==> config.mk <==
export PLATFORM = sky130hd
export DESIGN_NAME = vx_result_gather_unit
export DESIGN_NICKNAME = d
export VERILOG_FILES = /design/src/rtl/vx_result_gather_unit.sv
export SDC_FILE = /design/constraint.sdc
export NUM_CORES = 1
export LEC_CHECK = 0
export ABC_AREA = 1
export BUFFER_PORTS_ARGS = -buffer_cell sky130_fd_sc_hd__buf_2
export CAP_MARGIN = 10
export CORE_UTILIZATION = 41
export CTS_CLUSTER_DIAMETER = 30
export DETAILED_ROUTE_END_ITERATION = 6
export GPL_ROUTABILITY_DRIVEN = 0
export GPL_TIMING_DRIVEN = 0
export PLACE_DENSITY = 0.69
export SYNTH_ARGS = -nofsm -noshare
export SYNTH_HDL_FRONTEND = slang
export SYNTH_SLANG_ARGS = --single-unit
==> constraint.sdc <==
create_clock -name clk -period 3.6 [get_ports clk]
set_clock_uncertainty 0.05 [all_clocks]
set_input_delay 0.54 -clock clk [delete_from_list [all_inputs] [get_ports clk]]
set_output_delay 0.54 -clock clk [all_outputs]
set_load 0.005 [all_outputs]
==> src/rtl/vx_result_gather_unit.sv <==
// ============================================================================
// Module   : vx_result_gather_unit
// Purpose  : Reassembles lane-sliced result packets into full-width writeback.
// Revision : 1.0 - initial release
// ============================================================================
`timescale 1ns/1ps
`default_nettype none

module vx_result_gather_unit #(
  parameter int SIMD_WIDTH = 4,
  parameter int NUM_LANES  = 1,
  parameter int XLEN       = 32,
  parameter int NW_WIDTH   = 4,
  parameter int UUID_WIDTH = 44,
  parameter int PC_BITS    = 30,
  parameter int NR_BITS    = 5,
  localparam int NUM_PACKETS = SIMD_WIDTH / NUM_LANES,
  localparam int PID_W       = (NUM_PACKETS > 1) ? $clog2(NUM_PACKETS) : 1
) (
  input  logic                       clk,
  input  logic                       reset,
  input  logic                       in_valid,
  output logic                       in_ready,
  input  logic [UUID_WIDTH-1:0]      in_uuid,
  input  logic [NW_WIDTH-1:0]        in_wid,
  input  logic [PC_BITS-1:0]         in_pc,
  input  logic                       in_wb,
  input  logic [NR_BITS-1:0]         in_rd,
  input  logic [NUM_LANES-1:0]       in_tmask,
  input  logic [NUM_LANES*XLEN-1:0]  in_data,
  input  logic [PID_W-1:0]           in_pid,
  input  logic                       in_sop,
  input  logic                       in_eop,
  output logic                       out_valid,
  input  logic                       out_ready,
  output logic [UUID_WIDTH-1:0]      out_uuid,
  output logic [NW_WIDTH-1:0]        out_wid,
  output logic [PC_BITS-1:0]         out_pc,
  output logic                       out_wb,
  output logic [NR_BITS-1:0]         out_rd,
  output logic [SIMD_WIDTH-1:0]      out_tmask,
  output logic [SIMD_WIDTH*XLEN-1:0] out_data,
  output logic                       proto_err
);

  typedef enum logic [0:0] {
    S_IDLE    = 1'b0,
    S_COLLECT = 1'b1
  } state_t;

  state_t                      r_state;
  logic [UUID_WIDTH-1:0]       r_acc_uuid;
  logic [NW_WIDTH-1:0]         r_acc_wid;
  logic [PC_BITS-1:0]          r_acc_pc;
  logic                        r_acc_wb;
  logic [NR_BITS-1:0]          r_acc_rd;
  logic [SIMD_WIDTH-1:0]       r_acc_tmask;
  logic [SIMD_WIDTH*XLEN-1:0]  r_acc_data;

  logic                        r_out_valid;
  logic [UUID_WIDTH-1:0]       r_out_uuid;
  logic [NW_WIDTH-1:0]         r_out_wid;
  logic [PC_BITS-1:0]          r_out_pc;
  logic                        r_out_wb;
  logic [NR_BITS-1:0]          r_out_rd;
  logic [SIMD_WIDTH-1:0]       r_out_tmask;
  logic [SIMD_WIDTH*XLEN-1:0]  r_out_data;
  logic                        r_proto_err;

  logic                        w_fire;
  logic                        w_accept;
  logic                        w_err;
  logic [UUID_WIDTH-1:0]       w_hdr_uuid;
  logic [NW_WIDTH-1:0]         w_hdr_wid;
  logic [PC_BITS-1:0]          w_hdr_pc;
  logic                        w_hdr_wb;
  logic [NR_BITS-1:0]          w_hdr_rd;
  logic [SIMD_WIDTH-1:0]       w_base_tmask;
  logic [SIMD_WIDTH*XLEN-1:0]  w_base_data;
  logic [SIMD_WIDTH-1:0]       w_mrg_tmask;
  logic [SIMD_WIDTH*XLEN-1:0]  w_mrg_data;

  // Only an eop needs the output register; partial packets never stall.
  assign in_ready = in_eop ? (!r_out_valid || out_ready) : 1'b1;
  assign w_fire   = in_valid && in_ready;
  assign w_accept = w_fire && (in_sop || (r_state == S_COLLECT));

  assign w_err = w_fire &&
                 ((in_sop && (r_state == S_COLLECT)) ||
                  (!in_sop && (r_state == S_IDLE)) ||
                  (!in_sop && (r_state == S_COLLECT) &&
                   ((in_uuid != r_acc_uuid) || (in_wid != r_acc_wid))));

  // An sop restarts from an empty accumulator, which also covers sop+eop.
  assign w_hdr_uuid   = in_sop ? in_uuid : r_acc_uuid;
  assign w_hdr_wid    = in_sop ? in_wid  : r_acc_wid;
  assign w_hdr_pc     = in_sop ? in_pc   : r_acc_pc;
  assign w_hdr_wb     = in_sop ? in_wb   : r_acc_wb;
  assign w_hdr_rd     = in_sop ? in_rd   : r_acc_rd;
  assign w_base_tmask = in_sop ? '0 : r_acc_tmask;
  assign w_base_data  = in_sop ? '0 : r_acc_data;

  always_comb begin
    w_mrg_tmask = w_base_tmask;
    w_mrg_data  = w_base_data;
    for (int p = 0; p < NUM_PACKETS; p++) begin
      if (in_pid == PID_W'(p)) begin
        w_mrg_tmask[p*NUM_LANES +: NUM_LANES] =
          w_base_tmask[p*NUM_LANES +: NUM_LANES] | in_tmask;
        w_mrg_data[p*NUM_LANES*XLEN +: NUM_LANES*XLEN] = in_data;
      end
    end
  end

  always_ff @(posedge clk or negedge reset) begin
    if (!reset) begin
      r_state     <= S_IDLE;
      r_acc_uuid  <= '0;
      r_acc_wid   <= '0;
      r_acc_pc    <= '0;
      r_acc_wb    <= 1'b0;
      r_acc_rd    <= '0;
      r_acc_tmask <= '0;
      r_acc_data  <= '0;
      r_out_valid <= 1'b0;
      r_out_uuid  <= '0;
      r_out_wid   <= '0;
      r_out_pc    <= '0;
      r_out_wb    <= 1'b0;
      r_out_rd    <= '0;
      r_out_tmask <= '0;
      r_out_data  <= '0;
      r_proto_err <= 1'b0;
    end else begin
      r_proto_err <= w_err;
      if (r_out_valid && out_ready) begin
        r_out_valid <= 1'b0;
      end
      if (w_accept) begin
        if (in_eop) begin
          r_out_valid <= 1'b1;
          r_out_uuid  <= w_hdr_uuid;
          r_out_wid   <= w_hdr_wid;
          r_out_pc    <= w_hdr_pc;
          r_out_wb    <= w_hdr_wb;
          r_out_rd    <= w_hdr_rd;
          r_out_tmask <= w_mrg_tmask;
          r_out_data  <= w_mrg_data;
          r_acc_tmask <= '0;
          r_acc_data  <= '0;
          r_state     <= S_IDLE;
        end else begin
          r_acc_uuid  <= w_hdr_uuid;
          r_acc_wid   <= w_hdr_wid;
          r_acc_pc    <= w_hdr_pc;
          r_acc_wb    <= w_hdr_wb;
          r_acc_rd    <= w_hdr_rd;
          r_acc_tmask <= w_mrg_tmask;
          r_acc_data  <= w_mrg_data;
          r_state     <= S_COLLECT;
        end
      end
    end
  end

  assign out_valid = r_out_valid;
  assign out_uuid  = r_out_uuid;
  assign out_wid   = r_out_wid;
  assign out_pc    = r_out_pc;
  assign out_wb    = r_out_wb;
  assign out_rd    = r_out_rd;
  assign out_tmask = r_out_tmask;
  assign out_data  = r_out_data;
  assign proto_err = r_proto_err;

endmodule

`default_nettype wire

Yosys cells after proc, flatten, opt, wreduce, memory -nomap -nowiden
Cells that the tools add are included.
{ "totals": {"latchBits": 0, "register_bits": 435, "out_inout_bits": 219, "romBits": 0, "in_bits": 125, "mem_count": 0, "ramBits": 0, "wordCells": 68} }
{ "op_classes": {"n_bitwise": 6, "order_cmp": 0, "mul": 0, "mux": 22, "n_reduce_logical": 18, "n_eq_ne": 5, "div_mod_pow": 0, "addsub": 0, "shifts": 0} }
{ "ops": {"columns": ["op", "count"], "rows": [
  ["$mux W128", 2],
  ["$mux W32", 4],
  ["$mux W44", 1],
  ["$ne A44 B44 Y1", 1],
  ["$mux W30", 1],
  ["$mux W4", 3],
  ["$mux W1", 10],
  ["$logic_and A1 B1 Y1", 8],
  ["$logic_or A1 B1 Y1", 5],
  ["$mux W5", 1],
  ["$eq A2 B2 Y1 const B", 2],
  ["$ne A4 B4 Y1", 1],
  ["$or A1 B1 Y1", 4],
  ["$reduce_and A2 Y1", 2],
  ["$eq A2 B1 Y1 const B", 1],
  ["$logic_not A1 Y1", 2],
  ["$logic_not A2 Y1", 1],
  ["$not A1 Y1", 2]
]} }

Logic depth before layout (Yosys ltp)
Gate-level depths: netlist of the first run.
{ "logic_depth": {"ltp_word": 6, "ltp_mapped": 13, "ltp_nobuf": 10} }

Least setup slack after synthesis of the first run
Ideal clock, no wire load.
{ "synth_timing": {"kind": "in2reg", "startpoint": "input port in_sop", "endpoint": "register r_acc_pc[0]", "n_path_buf": 5, "setup_ns": 0.124, "stages": 13, "required_ns": 3.426, "arrival_ns": 2.101, "path_slack_ns": 1.325, "cell_sequence": "buf_2 -> inv_1 -> clkbuf_1 -> ha_1 -> nor2_8 -> inv_2 -> nor2_2 -> inv_2 -> buf_6 -> buf_6 -> buf_6 -> nand2_2 -> o21ai_2"} }
{ "synth_via": {"elab_chain_cells": 3, "elab_cells_between_ends": 4, "classes_between": "mux (1); reduce/logical (3)"} }
{ "synth_lines": {"columns": ["item", "line", "rtl"], "rows": [
  ["start: declaration", "32", "input logic in_sop,"],
  ["$logic_or A1 B1 Y1", "86", "assign w_accept = w_fire && (in_sop || (r_state == S_COLLECT));"],
  ["$logic_and A1 B1 Y1", "86", null],
  ["$reduce_and A2 Y1 (no line)", null, null],
  ["end signal: assignment", "155", "r_acc_pc <= w_hdr_pc;"],
  ["end: declaration", "54", "logic [PC_BITS-1:0] r_acc_pc;"]
]} }
Several ways; a longest one is shown, not always the timed one.
A chain may end at the register's enable or synchronous reset.

Final worst setup path of the first run
{ "layout_timing": {"startpoint": "input port in_sop", "endpoint": "register r_out_wb (netlist: out_wb)"} }
{ "layout_via": {"elab_chain_cells": 3, "elab_cells_between_ends": 4, "classes_between": "mux (1); reduce/logical (3)"} }
{ "layout_lines": {"columns": ["item", "line", "rtl"], "rows": [
  ["$logic_or A1 B1 Y1", "86", null],
  ["$logic_and A1 B1 Y1", "86", null],
  ["$reduce_and A2 Y1 (no line)", null, null],
  ["end signal: assignment", "145", "r_out_wb <= w_hdr_wb;"],
  ["end: declaration", "64", "logic r_out_wb;"]
]} }
Several ways; a longest one is shown, not always the timed one.

==> results of run 1 <==
## metal layers
layer  share of wire  track usage  vias to the layer above  routed length, um
li1                -            -                     7705                  -
met1            0.40        0.337                     8302              24800
met2            0.46        0.399                      812              28100
met3           0.096       0.0748                      160               5870
met4           0.043        0.135                        2               2610
met5         0.00021            0                        -                 13
## registers in the layout, indices dropped and copies added, names as in the netlist, 4 cells and up
register	count
out_data	128
r_acc_data	128
out_uuid	44
r_acc_uuid	44
out_pc	30
r_acc_pc	30
out_rd	5
r_acc_rd	5
out_tmask	4
out_wid	4
r_acc_tmask	4
r_acc_wid	4
## final timing paths
check / to / start / depth (start not counted) / slack, ns
max in group asynchronous: out_pc[1]$_DFFE_PN0P_ / reset / 3 / 1.79
hold / removal: out_valid$_DFF_PN0_ / out_ready / 2 / 0.07
setup reg to reg: out_wb$_DFFE_PN0P_ / r_state$_DFFE_PN0P_ / 7 / 1.29
setup / recovery: out_wb$_DFFE_PN0P_ / in_sop / 9 / 0.81
hold reg to reg: out_uuid[6]$_DFFE_PN0P_ / out_uuid[6]$_DFFE_PN0P_ / 2 / 0.43
min in group asynchronous: out_data[92]$_DFFE_PN0P_ / reset / 2 / 0.55
## cells by family (layout without fill, tap and decap cells)
logic type,after synthesis,after routing,share of synthesized area
mux,64,64,0.0341
simple gates,684,684,0.142
compound gates,586,586,0.172
xor+xnor,28,28,0.0131
flops,435,435,0.580
fa+ha+maj,2,2,0.00133
other cells,0,6,0
buf+inv,236,745,0.0577
## timing repair
action / CTS / global route
hold endpoints to repair: 80 / 0
hold buffers: 1 / 0
setup endpoints to repair: 0 / 0
## cells in the final DEF (no fill, tap or decap), drive strengths merged, types with 2 or more instances in the layout
master and n:
nand4 5, a31oi 128, inv 97, o22ai 7
bufinv 7, clkinvlp 8, o21ai 449, nand3 3
diode 6, clkinv 22, a21oi 2, mux2i 64
nand2 528, xnor2 28, buf 411, ha 2
dfrtp 435, nor2 147, clkbuf 199
## power groups by stage
stage | Sequential [mW] | Combinational, mW | Clock [mW]
after floorplan | 6.22 | 1.33 | 0
after global placement | 6.26 | 2.41 | 0
after detailed placement | 6.29 | 2.50 | 0
after CTS | 6.24 | 2.52 | 8.27
after global routing | 6.33 | 2.80 | 8.54
final | 6.26 | 2.51 | 8.19
## synthesized netlist by cell type (15+ instances only)
cell type / number
o21ai_1: 183
dfrtp_1: 435
o21ai_0: 234
nor2_1: 145
o21ai_2: 32
clkbuf_1: 82
mux2i_1: 64
buf_6: 15
nand2_1: 505
xnor2_1: 28
inv_1: 86
a31oi_1: 128
nand2_2: 22
buf_2: 34
## critical path, cell delays in order
cell and delay [ns]:
buf_2 0.20, inv_1 0.14, clkbuf_1 0.54, ha_1 0.38
nor2_8 0.08, nand2_4 0.17, buf_2 0.43, clkbuf_1 0.53
o21ai_0 0.18
## per-stage QoR
stage / cell area, um2 / power (mW) / instances / hold WS, ns
after floorplan: 18800 / 7.55 / 2035 / 0.194
final: 24400 / 17.0 / 3150 / 0.0710
after global placement: 21200 / 8.67 / 2977 / 0.413
after detailed placement: 21300 / 8.79 / 2980 / 0.418
after global routing: 24400 / 17.7 / 3150 / 0.0753
after CTS: 24400 / 17.0 / 3144 / 0.0532
## area by class of cell
| cell class | count | area [um2] |
|---|---|---|
| flip-flops and latches | 435 | 10900 |
| clock inverters | 46 | 523 |
| repair buffers | 346 | 1810 |
| diodes | 6 | 15.0 |
| well taps | 600 | 751 |
| fillers | 4053 | 20900 |
| multi-input cells | 1364 | 6800 |
| clock buffers | 117 | 2490 |
| inverters | 88 | 330 |
| plain buffers | 148 | 752 |
==> flow_metrics.env, run 1 <==
export IMPL_ioPinCount=344
export IMPL_grt_use_total=0.261
export IMPL_cts_made_buffers=91
export IMPL_vias=17000
export IMPL_peakVddDrop_mv=0.427
export IMPL_p_seq_frac=0.369
export IMPL_route_detailed_wl_per_inst_um=19.5
export IMPL_fin_crit_sh=0.776
export IMPL_start_util=0.414
export IMPL_nNetsFinal=2601
export IMPL_grt_pass1_vias=16900
export IMPL_antenna_found_initial=7
export IMPL_postLayoutCoreUtil=0.538
export IMPL_die_area_um2=46600
export IMPL_grt_max_degree=123
export IMPL_p_per_area_nw_per_um2=696
export IMPL_drive_gt1_frac=0.241
export IMPL_cap_violations=0
export IMPL_p_sw_mw=4.85
export IMPL_cp_required_ns=4.02
export IMPL_wl_um=61400
export IMPL_area_delta_synth_final_pct=29.8
export IMPL_hold_class="primary input to register"
export IMPL_leakage_nw=12.0
export IMPL_die_x_um=216
export IMPL_critPathMaxFanout=11
export IMPL_core_um2=45300
export IMPL_swShare=0.286
export IMPL_synth_cells=2035
export IMPL_worst_pin_slew_ns=0.882
export IMPL_port_buffer_count=342
export IMPL_yosysSeqAreaShare=0.580
export IMPL_cp_data_arrival_time_ns=3.21
export IMPL_pwr_share_comb=0.148
export IMPL_synth_nets=2162
export IMPL_post_place_ws_ns=0.121
export IMPL_avgSynthCellArea_um2=9.22
export IMPL_setup_viol=0
export IMPL_p_clk_frac=0.483
export IMPL_max_slew_margin=0.412
export IMPL_status="complete, no violations"
export IMPL_synth_edf_count=0
export IMPL_min_period_ns=2.79
export IMPL_cts_tree="yes"
export IMPL_max_clock_path_buffers=3
export IMPL_p_int_mw=12.1
export IMPL_drtIter0Drc=1579
export IMPL_end_kind="register"
export IMPL_synth_top_area_frac=0.580
export IMPL_path_class="primary input to register"
export IMPL_worstSetupStartpointType="primary input"
export IMPL_clk_latency_ns=0.63
export IMPL_htreeDepth=3
export IMPL_grt_pass1_wl_um=94200
export IMPL_rsz0062_at_grt="no"
export IMPL_synth_area_leaders="dfrtp_1 58%, nand2_1 10%, o21ai_0 6.2%, o21ai_1 4.9%, a31oi_1 4.3%"
export IMPL_synth_cell_type_count=26
export IMPL_timing_setup_tns_ns=0
export IMPL_final_antenna_net_count=0
export IMPL_post_cts_resized=0
export IMPL_final_hold_viol_count=0
export IMPL_grt_ovfl_total=0
export IMPL_yosysTopAreaCell="dfrtp_1"
export IMPL_synth_async_reset_ratio=1.00
export IMPL_yosys_warnings=0
export IMPL_syn_cell_area_um2=18800
export IMPL_ys_seq_elements=435
export IMPL_setup_slack_ns=0.806
export IMPL_ys_flop_type="dfrtp_1"
export IMPL_timing_final_max_slew_violations=0
export IMPL_drt_pass1_iterations=7
export IMPL_rows=78
export IMPL_routed_via_density=5.39
export IMPL_clkSinkCount=435
export IMPL_fp_dieH_um=216
export IMPL_drc=0
export IMPL_post_cts_setup_buffer_count=0
export IMPL_clock_fmax_ghz=0.358
export IMPL_hpwl_um=42500
export IMPL_cts_clk_slew_worst_paths_ns=0.05
export IMPL_cts_root_buf="clkbuf_16"
(Power assumes the default switching activity.)
==> inputs of run 2 (changes only) <==
==> constraint.sdc (replaced) <==
create_clock -name clk -period 2.7 [get_ports clk]
set_clock_uncertainty 0.05 [all_clocks]
set_input_delay 0.405 -clock clk [delete_from_list [all_inputs] [get_ports clk]]
set_output_delay 0.405 -clock clk [all_outputs]
set_load 0.005 [all_outputs]
==> run 2 against run 1 <==
  * Hold slack got worse by 0.032 ns
  * Largest cell class unchanged
  * Via count is essentially flat
  * Combinational power grew 33%
  * Final cell count stayed put
  * Critical path depth shrank 1
  * Cell area hardly changed
  * Die area unchanged
  * Critical path type unchanged
  * First-iteration DRC count grew 4.5%
  * Setup slack lost 0.51 ns
  * Largest power group unchanged
==> flow_metrics.env, run 2 (synthesis gave the netlist of run 1 again) <==
export IMPL_status="complete, no violations"
export IMPL_port_buffer_count=342
export IMPL_end_kind="register"
export IMPL_clk_latency_ns=0.64
export IMPL_swShare=0.286
export IMPL_finalPower_mw=22.6
export IMPL_vias=17000
export IMPL_timing_final_max_slew_violations=0
export IMPL_critPathMaxFanout=13
export IMPL_p_int_mw=16.1
export IMPL_drtIter0Drc=1650
export IMPL_instances_no_fill=3150
export IMPL_fin_crit_sh=0.891
export IMPL_nNetsFinal=2601
export IMPL_clock_fmax_ghz=0.416
export IMPL_max_clock_path_buffers=3
export IMPL_cp_data_arrival_time_ns=2.83
export IMPL_wl_um=61200
export IMPL_routed_via_density=5.39
export IMPL_pwr_share_comb=0.148
export IMPL_worst_pin_slew_ns=0.883
export IMPL_drc=0
export IMPL_grt_ovfl_total=0
export IMPL_core_um2=45300
export IMPL_rsz0062_at_grt="no"
export IMPL_grt_pass1_vias=16900
export IMPL_p_seq_frac=0.369
export IMPL_layout_commonest_cell="nand2_1"
export IMPL_hold_class="primary input to register"
export IMPL_setup_viol=0
export IMPL_rows=78
export IMPL_ioPinCount=344
export IMPL_p_sw_mw=6.47
export IMPL_cts_root_buf="clkbuf_16"
export IMPL_antenna_found_initial=7
export IMPL_route_detailed_wl_per_inst_um=19.4
export IMPL_area_delta_synth_final_pct=29.9
export IMPL_p_per_area_nw_per_um2=928
export IMPL_p_clk_frac=0.483
export IMPL_peakVddDrop_mv=0.567
export IMPL_cts_made_buffers=91
export IMPL_cap_violations=0
export IMPL_final_hold_viol_count=0
export IMPL_start_util=0.414
export IMPL_drive_gt1_frac=0.241
export IMPL_die_area_um2=46600
export IMPL_die_x_um=216
export IMPL_path_class="primary input to register"
export IMPL_grt_use_total=0.261
export IMPL_cts_tree="yes"
export IMPL_max_slew_margin=0.412
export IMPL_cp_required_ns=3.12
export IMPL_cts_clk_slew_worst_paths_ns=0.05
export IMPL_dp_cells=2980
export IMPL_layout_common_cells="505 x nand2_1, 435 x dfrtp_1, 375 x buf_2, 234 x o21ai_0, 183 x o21ai_1"
export IMPL_min_period_ns=2.41
export IMPL_leakage_nw=12.0
export IMPL_fill_cells=4054
export IMPL_clkSinkCount=435
export IMPL_final_antenna_net_count=0
export IMPL_worstSetupStartpointType="primary input"
export IMPL_hpwl_um=42500
export IMPL_timing_setup_tns_ns=0
export IMPL_htreeDepth=3
export IMPL_drt_pass1_iterations=6
export IMPL_grt_pass1_wl_um=94200
export IMPL_fp_dieH_um=216
export IMPL_grt_max_degree=123
run 2: changes by cell type in the layout (fill, tap and decap cells not counted), sizes merged:
cell         before  now
dlygate4sd3       1    2
clkbuf          199  198
run 2: final timing paths:
check                                                from                         to  slack [ns]  cells past startpoint
worst max-delay path                               in_sop   out_data[33]$_DFFE_PN0P_        0.29                      8
max in group asynchronous                           reset      out_pc[1]$_DFFE_PN0P_        1.02                      3
worst min register to register  out_data[127]$_DFFE_PN0P_  out_data[127]$_DFFE_PN0P_        0.42                      2
worst min-delay path                            in_pc[24]   r_acc_pc[24]$_DFFE_PN0P_        0.04                      3
worst max register to register        r_state$_DFFE_PN0P_   out_data[33]$_DFFE_PN0P_        0.38                      7
min in group asynchronous                           reset   out_data[92]$_DFFE_PN0P_        0.42                      2
run 2: stage by stage:
step | area [um2] | hold WS [ns] | setup WS [ns] | utilization
2_1_floorplan | 18800 | 0.0594 | 0.560 | -
5_1_grt | 24400 | 0.0327 | 0.168 | 0.538
6_report | 24400 | 0.0388 | 0.295 | 0.538
3_5_place_dp | 21300 | 0.418 | -0.644 | 0.471
4_1_cts | 24400 | 0.00910 | 0.00883 | 0.538
3_3_place_gp | 21200 | 0.413 | -7.46 | 0.469
run 2: repair_timing:
item | in CTS | in global routing
endpoints found under the setup margin | 0 | 13
hold endpoints to repair | 104 | 0
setup buffers | 0 | 0
hold buffers | 2 | 0
gates resized for setup | 0 | 0
run 2: critical path, stage by stage:
cell and delay, ns:
buf_2 0.20, inv_1 0.44, ha_1 0.36, nor2_8 0.08, nand2_4 0.17, buf_2 0.43, clkbuf_1 0.53, o21ai_0 0.18
run 2: layout make-up:
cell class	instances	area, um2	share of cell area
Sequential cell	435	10900	0.447
Multi-Input combinational cell	1364	6800	0.279
Clock buffer	117	2490	0.102
Timing Repair Buffer	347	1820	0.0748
Tap cell	600	751	0.0308
Buffer	147	748	0.0307
Clock inverter	46	523	0.0215
Inverter	88	330	0.0136
Antenna cell	6	15.0	0.000616
run 2: routing by layer:
| layer | track usage | vias to the layer above | wire, um |
|---|---|---|---|
| li1 | - | 7714 | - |
| met1 | 0.337 | 8262 | 24500 |
| met2 | 0.399 | 831 | 27900 |
| met3 | 0.0748 | 166 | 6110 |
| met4 | 0.135 | 2 | 2650 |
| met5 | 0 | - | 13 |
run 2: power groups by stage:
stage / sequential [mW] / clock [mW] / combinational [mW]
final: 8.34 / 10.9 / 3.34
after floorplan: 8.29 / 0 / 1.77
after global placement: 8.34 / 0 / 3.21
after global routing: 8.44 / 11.4 / 3.74
after detailed placement: 8.39 / 0 / 3.33
after CTS: 8.32 / 11.0 / 3.36
